### src/rtl/cpu_pkg.sv
// Shared definitions for the fetch front end: controller states, NOP encoding
// and default geometry of the instruction memory and redirect bubble.
package cpu_pkg;

  typedef enum logic [1:0] {
    ST_IDLE  = 2'd0,
    ST_RUN   = 2'd1,
    ST_FLUSH = 2'd2,
    ST_HALT  = 2'd3
  } fetch_state_e;

  localparam logic [31:0] NOP_INSTR            = 32'h0000_0000;
  localparam int          DEFAULT_MEM_DEPTH    = 256;
  localparam int          DEFAULT_FLUSH_CYCLES = 3;
  localparam int          FLUSH_CNT_W          = 8;

endpackage

### src/rtl/bubble_counter.sv
// Down-counter that times the pipeline bubble after a redirect.
// Loaded with the bubble length, decremented once per flush cycle.
module bubble_counter #(
  parameter int WIDTH = 8
) (
  input  logic             clk,
  input  logic             rst_n,
  input  logic             load_i,
  input  logic [WIDTH-1:0] load_val_i,
  input  logic             dec_i,
  output logic             done_o
);

  logic [WIDTH-1:0] count_q;
  logic [WIDTH-1:0] count_d;

  // The fetch cycle that follows FLUSH is itself the last bubble, so done
  // fires on the decrement that would bring the count down to 1.
  assign done_o = (count_q <= WIDTH'(2));

  // Next count: load wins over decrement; the final decrement clears to zero.
  always_comb begin
    count_d = count_q;
    if (load_i) begin
      count_d = load_val_i;
    end else if (dec_i) begin
      if (done_o) begin
        count_d = '0;
      end else begin
        count_d = count_q - WIDTH'(1);
      end
    end else begin
      count_d = count_q;
    end
  end

  // Counter register.
  always_ff @(posedge clk or negedge rst_n) begin
    if (!rst_n) begin
      count_q <= '0;
    end else begin
      count_q <= count_d;
    end
  end

endmodule

### src/rtl/fetch_controller.sv
// Instruction fetch controller: sequential fetch with a one-deep output
// register, decode back-pressure, redirect bubbles and a terminal HALT.
module fetch_controller
  import cpu_pkg::*;
#(
  parameter int MEM_DEPTH    = DEFAULT_MEM_DEPTH,
  parameter int FLUSH_CYCLES = DEFAULT_FLUSH_CYCLES
) (
  input  logic        clk,
  input  logic        rst_n,
  input  logic        start,
  input  logic        stop,
  input  logic        redirect,
  input  logic [31:0] redirect_target,
  output logic [31:0] imem_addr,
  input  logic [31:0] imem_instr,
  output logic [31:0] instr_out,
  output logic [31:0] pc_out,
  output logic        instr_valid,
  input  logic        instr_ready,
  output logic        halted,
  output logic        fault
);

  localparam logic [31:0]            LAST_ADDR  = 32'(MEM_DEPTH - 1);
  localparam logic [31:0]            DEPTH_W    = 32'(MEM_DEPTH);
  localparam logic [FLUSH_CNT_W-1:0] FLUSH_LOAD = FLUSH_CNT_W'(FLUSH_CYCLES);

  fetch_state_e state_q, state_d;
  logic [31:0]  pc_q, pc_d;
  logic [31:0]  instr_q, instr_d;
  logic [31:0]  pc_out_q, pc_out_d;
  logic         valid_q, valid_d;
  logic         fault_q, fault_d;
  logic         flush_load_s;
  logic         flush_dec_s;
  logic         flush_done_s;
  logic         last_presented_s;

  bubble_counter #(
    .WIDTH (FLUSH_CNT_W)
  ) u_bubble_counter (
    .clk        (clk),
    .rst_n      (rst_n),
    .load_i     (flush_load_s),
    .load_val_i (FLUSH_LOAD),
    .dec_i      (flush_dec_s),
    .done_o     (flush_done_s)
  );

  // Once the final word is on the output, pc parks on it and only its
  // acceptance can move the machine on (to HALT).
  assign last_presented_s = valid_q && (pc_out_q == LAST_ADDR);

  assign imem_addr   = pc_q;
  assign instr_out   = instr_q;
  assign pc_out      = pc_out_q;
  assign instr_valid = valid_q;
  assign halted      = (state_q == ST_HALT);
  assign fault       = fault_q;

  // Next-state logic; priority is stop, then redirect, then flush/stall/capture.
  always_comb begin
    state_d      = state_q;
    pc_d         = pc_q;
    instr_d      = instr_q;
    pc_out_d     = pc_out_q;
    valid_d      = valid_q;
    fault_d      = fault_q;
    flush_load_s = 1'b0;
    flush_dec_s  = 1'b0;
    case (state_q)
      ST_IDLE: begin
        pc_d    = 32'h0000_0000;
        valid_d = 1'b0;
        if (start) begin
          state_d = ST_RUN;
        end else begin
          state_d = ST_IDLE;
        end
      end
      ST_RUN, ST_FLUSH: begin
        if (stop) begin
          state_d = ST_HALT;
          valid_d = 1'b0;
        end else if (redirect) begin
          valid_d = 1'b0;
          if (redirect_target < DEPTH_W) begin
            pc_d         = redirect_target;
            flush_load_s = 1'b1;
            state_d      = ST_FLUSH;
          end else begin
            fault_d = 1'b1;
            state_d = ST_HALT;
          end
        end else if (state_q == ST_FLUSH) begin
          flush_dec_s = 1'b1;
          if (flush_done_s) begin
            state_d = ST_RUN;
          end else begin
            state_d = ST_FLUSH;
          end
        end else if (valid_q && !instr_ready) begin
          state_d = ST_RUN;
        end else if (last_presented_s) begin
          valid_d = 1'b0;
          state_d = ST_HALT;
        end else begin
          instr_d  = imem_instr;
          pc_out_d = pc_q;
          valid_d  = 1'b1;
          if (pc_q == LAST_ADDR) begin
            pc_d = pc_q;
          end else begin
            pc_d = pc_q + 32'd1;
          end
        end
      end
      ST_HALT: begin
        state_d = ST_HALT;
        valid_d = 1'b0;
      end
      default: begin
        state_d = ST_IDLE;
        valid_d = 1'b0;
      end
    endcase
  end

  // State and datapath registers.
  always_ff @(posedge clk or negedge rst_n) begin
    if (!rst_n) begin
      state_q  <= ST_IDLE;
      pc_q     <= 32'h0000_0000;
      instr_q  <= NOP_INSTR;
      pc_out_q <= 32'h0000_0000;
      valid_q  <= 1'b0;
      fault_q  <= 1'b0;
    end else begin
      state_q  <= state_d;
      pc_q     <= pc_d;
      instr_q  <= instr_d;
      pc_out_q <= pc_out_d;
      valid_q  <= valid_d;
      fault_q  <= fault_d;
    end
  end

endmodule
### config.mk
export PLATFORM = sky130hd
export DESIGN_NAME = fetch_controller
export DESIGN_NICKNAME = d
export VERILOG_FILES = /design/src/rtl/cpu_pkg.sv /design/src/rtl/bubble_counter.sv /design/src/rtl/fetch_controller.sv
export SDC_FILE = /design/constraint.sdc
export NUM_CORES = 1
export LEC_CHECK = 0
export BUFFER_PORTS_ARGS = -buffer_cell sky130_fd_sc_hd__buf_2
export CORE_MARGIN = 4
export CORE_UTILIZATION = 55
export CTS_CLUSTER_SIZE = 30
export DETAILED_ROUTE_END_ITERATION = 6
export GPL_ROUTABILITY_DRIVEN = 0
export PLACE_DENSITY = 0.85
export SYNTH_ARGS = -nofsm -noshare
export SYNTH_HDL_FRONTEND = slang
export SYNTH_SLANG_ARGS = --single-unit
### constraint.sdc
create_clock -name clk -period 8 [get_ports clk]
set_input_delay 0.4 -clock clk [delete_from_list [all_inputs] [get_ports clk]]
set_output_delay 0.4 -clock clk [all_outputs]
set_load 0.02 [all_outputs]
==> flow_metrics.env <==
export IMPL_status="complete, but fails checks"
export IMPL_failed_checks="design-rule violations"
export IMPL_tritoncts_num_buffers=9
export IMPL_synthToLayoutAreaGrowth_pct=20.2
export IMPL_whs_endpoint="imem_addr[2]$_DFFE_PN0P_"
export IMPL_antenna_cells=0
export IMPL_antenna_found_initial=0
export IMPL_clock_tree_buffer_depth=2
export IMPL_detail_route_first_pass_iterations=7
export IMPL_fin_cells=815
export IMPL_worstSetupStartpointType="flop"
export IMPL_crit_path_top_delay_cell="nor4_4"
export IMPL_synth_cell_area_sq_um=5540
export IMPL_io_pins=169
export IMPL_finalHoldViolCount=0
export IMPL_ys_dominant_reg_cell="dfrtp_1"
export IMPL_globalRoute_totalOverflow=0
export IMPL_critPathKind="flop to flop"
export IMPL_final_setup_violations=0
export IMPL_via_per_inst=6.36
export IMPL_final_fill_count=785
export IMPL_mappedNetlistNets=597
export IMPL_tightest_slew_ns=1.12
export IMPL_fin_worst_hold_slack_ns=0.247
export IMPL_fp_row_count=36
export IMPL_grt_pass1_wl_microns=25100
export IMPL_port_buffers=168
export IMPL_worst_hold_path_type="primary input to flop"
export IMPL_cp_buffers_inverters=2
export IMPL_layout_setup_ws_ns=3.95
export IMPL_drcViolationCount=1
export IMPL_crit_chain="inv_1 > ha_1 > nor2b_1 > o211ai_1 > nor4_4 > buf_4 > mux2_2"
export IMPL_synth_fa_ha_area_share_pct=1.58
export IMPL_critical_path_top_delay_family="simple AND/OR/NAND/NOR gates"
export IMPL_synth_lib_cells_used_distinct=65
export IMPL_critical_path_s_largest_stage_delay_ns=1.00
export IMPL_synth_warnings=0
export IMPL_timing_max_slew_rel_slack_pct=24.7
export IMPL_cp_required_ns=8.26
export IMPL_yosysSeqAreaShare_pct=48.8
export IMPL_postCtsSetupBuffers=0
export IMPL_fmax_mhz=247
export IMPL_cts_clk_slew_worst_paths_ns=0.10
export IMPL_crit_reg2reg_capture="pc_out[30]$_DFFE_PN0P_"
export IMPL_r2r_start="state_q[1]$_DFFE_PN0P_"
export IMPL_max_vdd_ir_drop_mv=0.223
export IMPL_drv_slew=0
export IMPL_hold_path_startpoint="redirect_target[2]"
export IMPL_cap_violations=0
export IMPL_main_combinational_cell_family_by_area_after_synthesis="simple AND/OR/NAND/NOR gates"
export IMPL_post_synth_cell_area_avg_sq_um=10.6
export IMPL_synth_edff_count=0
export IMPL_fraction_of_synthesized_cell_area_taken_by_the_top_area_cell_type_pct=48.8
export IMPL_fin_crit_sh_pct=50.6
export IMPL_dieArea_sq_um=11700
export IMPL_crit_path_end_kind="flop"
export IMPL_multiInputGateArea_sq_um=2660
export IMPL_synthMuxAreaShare_pct=14.0
export IMPL_drt_antenna_violating_nets=0
export IMPL_yosysTopAreaCell="dfrtp_1"
export IMPL_final_routed_wirelength_microns=16000
export IMPL_grtUsageTotal_pct=27.2
export IMPL_static_leakage_power_nw=3.26
export IMPL_worst_clock_skew_ns=0.0121
export IMPL_clock_root_buffer="clkbuf_8"
export IMPL_regArea_sq_um=2700
export IMPL_synth_compound_area_share_pct=14.4
export IMPL_die_outline_width_microns=108
export IMPL_synthXorXnorAreaFrac_pct=0.791
export IMPL_grt_pass1_vias=5071
export IMPL_unrepaired_setup_endpoints_after_global_routing="no"
export IMPL_place_detailed_instances=798
export IMPL_drt_iter0_markers=628
export IMPL_detailedPlace_worstSlack_ns=3.98
export IMPL_ys_top_cells_by_area="dfrtp_1, mux2_2, nor4_1"
export IMPL_crit_arrival_ns=4.31
export IMPL_standard_cell_core_area_sq_um=9770
export IMPL_place_hpwl_microns=11900
export IMPL_syn_instance_count=520
export IMPL_htree_levels=3
export IMPL_route_vias_total=5184
export IMPL_drt_wirelength_per_cell_microns=19.6
export IMPL_p_per_cell_area_nw_per_um2=361
export IMPL_largest_fanout_of_any_net_on_the_critical_path=49
export IMPL_post_route_cells_drive_above_1_share_pct=38.4
export IMPL_hold_path_cell_count=3
export IMPL_tritoncts="yes"
export IMPL_clkLatencyLatePin_ns=0.37
export IMPL_fin_setup_tns_ns=0
export IMPL_final_period_minus_worst_setup_slack_ns=4.05
export IMPL_async_flop_share_pct=100
export IMPL_ys_ff_latch=108
export IMPL_die_height_microns=108
export IMPL_clock_sinks=108
export IMPL_nNetsFinal=754
export IMPL_post_layout_total_power_mw=2.40
export IMPL_start_util_pct=56.6
export IMPL_synth_simple_area_share_pct=17.1
export IMPL_reg2regPathDepth=7
export IMPL_reg2reg_slack_ns=3.95
export IMPL_grt_start_max_net_pins=92
flip-flops by register name, summed over array words and instances (netlist names):
name                      count
imem_addr                    32
pc_out                       32
instr_valid                   1
u_bubble_counter.count_q      8
fault                         1
instr_out                    32
state_q                       2
power by group:
| part | internal, mW | total, mW | switching [mW] |
|---|---|---|---|
| Combinational | 0.441 | 1.17 | 0.730 |
| Sequential | 0.731 | 0.910 | 0.179 |
| Clock | 0.120 | 0.319 | 0.199 |
how the worst max path moves through the flow:
stage,startpoint,end,depth (start not counted)
detailed placement,state_q[1]$_DFFE_PN0P_,pc_out[14]$_DFFE_PN0P_,7
global placement,state_q[1]$_DFFE_PN0P_,pc_out[20]$_DFFE_PN0P_,7
global route,state_q[1]$_DFFE_PN0P_,pc_out[25]$_DFFE_PN0P_,7
floorplan,state_q[1]$_DFFE_PN0P_,instr_out[10]$_DFFE_PN0P_,9
finish,state_q[1]$_DFFE_PN0P_,pc_out[30]$_DFFE_PN0P_,7
CTS,state_q[1]$_DFFE_PN0P_,pc_out[25]$_DFFE_PN0P_,7
kinds of logic (layout without fill, tap and decap cells):
| group | count (synthesis) | in the layout |
|---|---|---|
| compound gates | 112 | 112 |
| flops | 108 | 108 |
| mux | 69 | 69 |
| buf+inv | 43 | 205 |
| xor+xnor | 5 | 5 |
| simple gates | 176 | 176 |
| fa+ha+maj | 7 | 7 |
worst reg2reg max path: cells and delay by family (launching register included):
kind | cells | cell delay [ns]
AOI/OAI and AO/OA | 1 | 0.45
and+or+nand+nor | 2 | 1.32
buffers and inverters | 2 | 0.71
muxes | 1 | 0.44
adders and majority gates | 1 | 0.59
DFF | 1 | 0.43
per-stage QoR:
step,utilization (%),cell area (sq um)
5_1_grt,68.1,6660
4_1_cts,68.1,6660
3_5_place_dp,66.1,6460
6_report,68.1,6660
2_1_floorplan,-,5540
3_3_place_gp,66.1,6460
cells in the final DEF (no fill, tap or decap), drive strengths merged, types with 12 or more instances in the layout:
cell and instances:
a21oi 21, buf 173, dfrtp 108, inv 18, mux2 66, nand2 43
nand3 16, nand4 17, nor2 28, nor4 29, o211ai 12, o21ai 16
synth_stat cells, types with 4 or more instances:
cell type and count:
nor3_1 7, nor4_1 27, nand3_1 16, inv_1 14, o311ai_0 4, o211ai_1 12, nor2b_1 4, and2_1 5
buf_2 9, clkbuf_1 15, and3_1 6, xor2_1 5, o31ai_1 4, mux2_2 66, a31oi_1 9, ha_1 7
o22ai_1 4, o21ai_0 15, and4_1 5, nor2_1 28, or4_1 7, nand2_1 43, dfrtp_1 108, o211a_1 5
nand4_1 17, a21oi_1 21
repair_timing:
action                                  4_1_cts  5_1_grt
hold buffers                                  1        0
endpoints found under the setup margin        0        0
resized for setup                             0        0
endpoints found under the hold margin        17        0
layout make-up:
class                           instances  share of cell area (%)
Clock inverter                          6                   0.808
Multi-Input combinational cell        369                    39.9
Tap cell                              133                    2.50
Timing Repair Buffer                  174                    13.4
Sequential cell                       108                    40.6
Clock buffer                           10                    1.92
Inverter                               15                   0.846
per-layer routing:
metal  GRT usage (%)  wire length, microns  part of all wire, %  vias to the layer above
met2            44.4                  7680                   48                      318
met1            35.1                  6120                   38                     2497
li1                -                     -                    -                     2308
met4            10.6                   515                  3.2                        0
met3            6.57                  1670                   10                       61
met5               0                     0                    0                        -
Note: power is estimated with default switching activity, not from simulation.
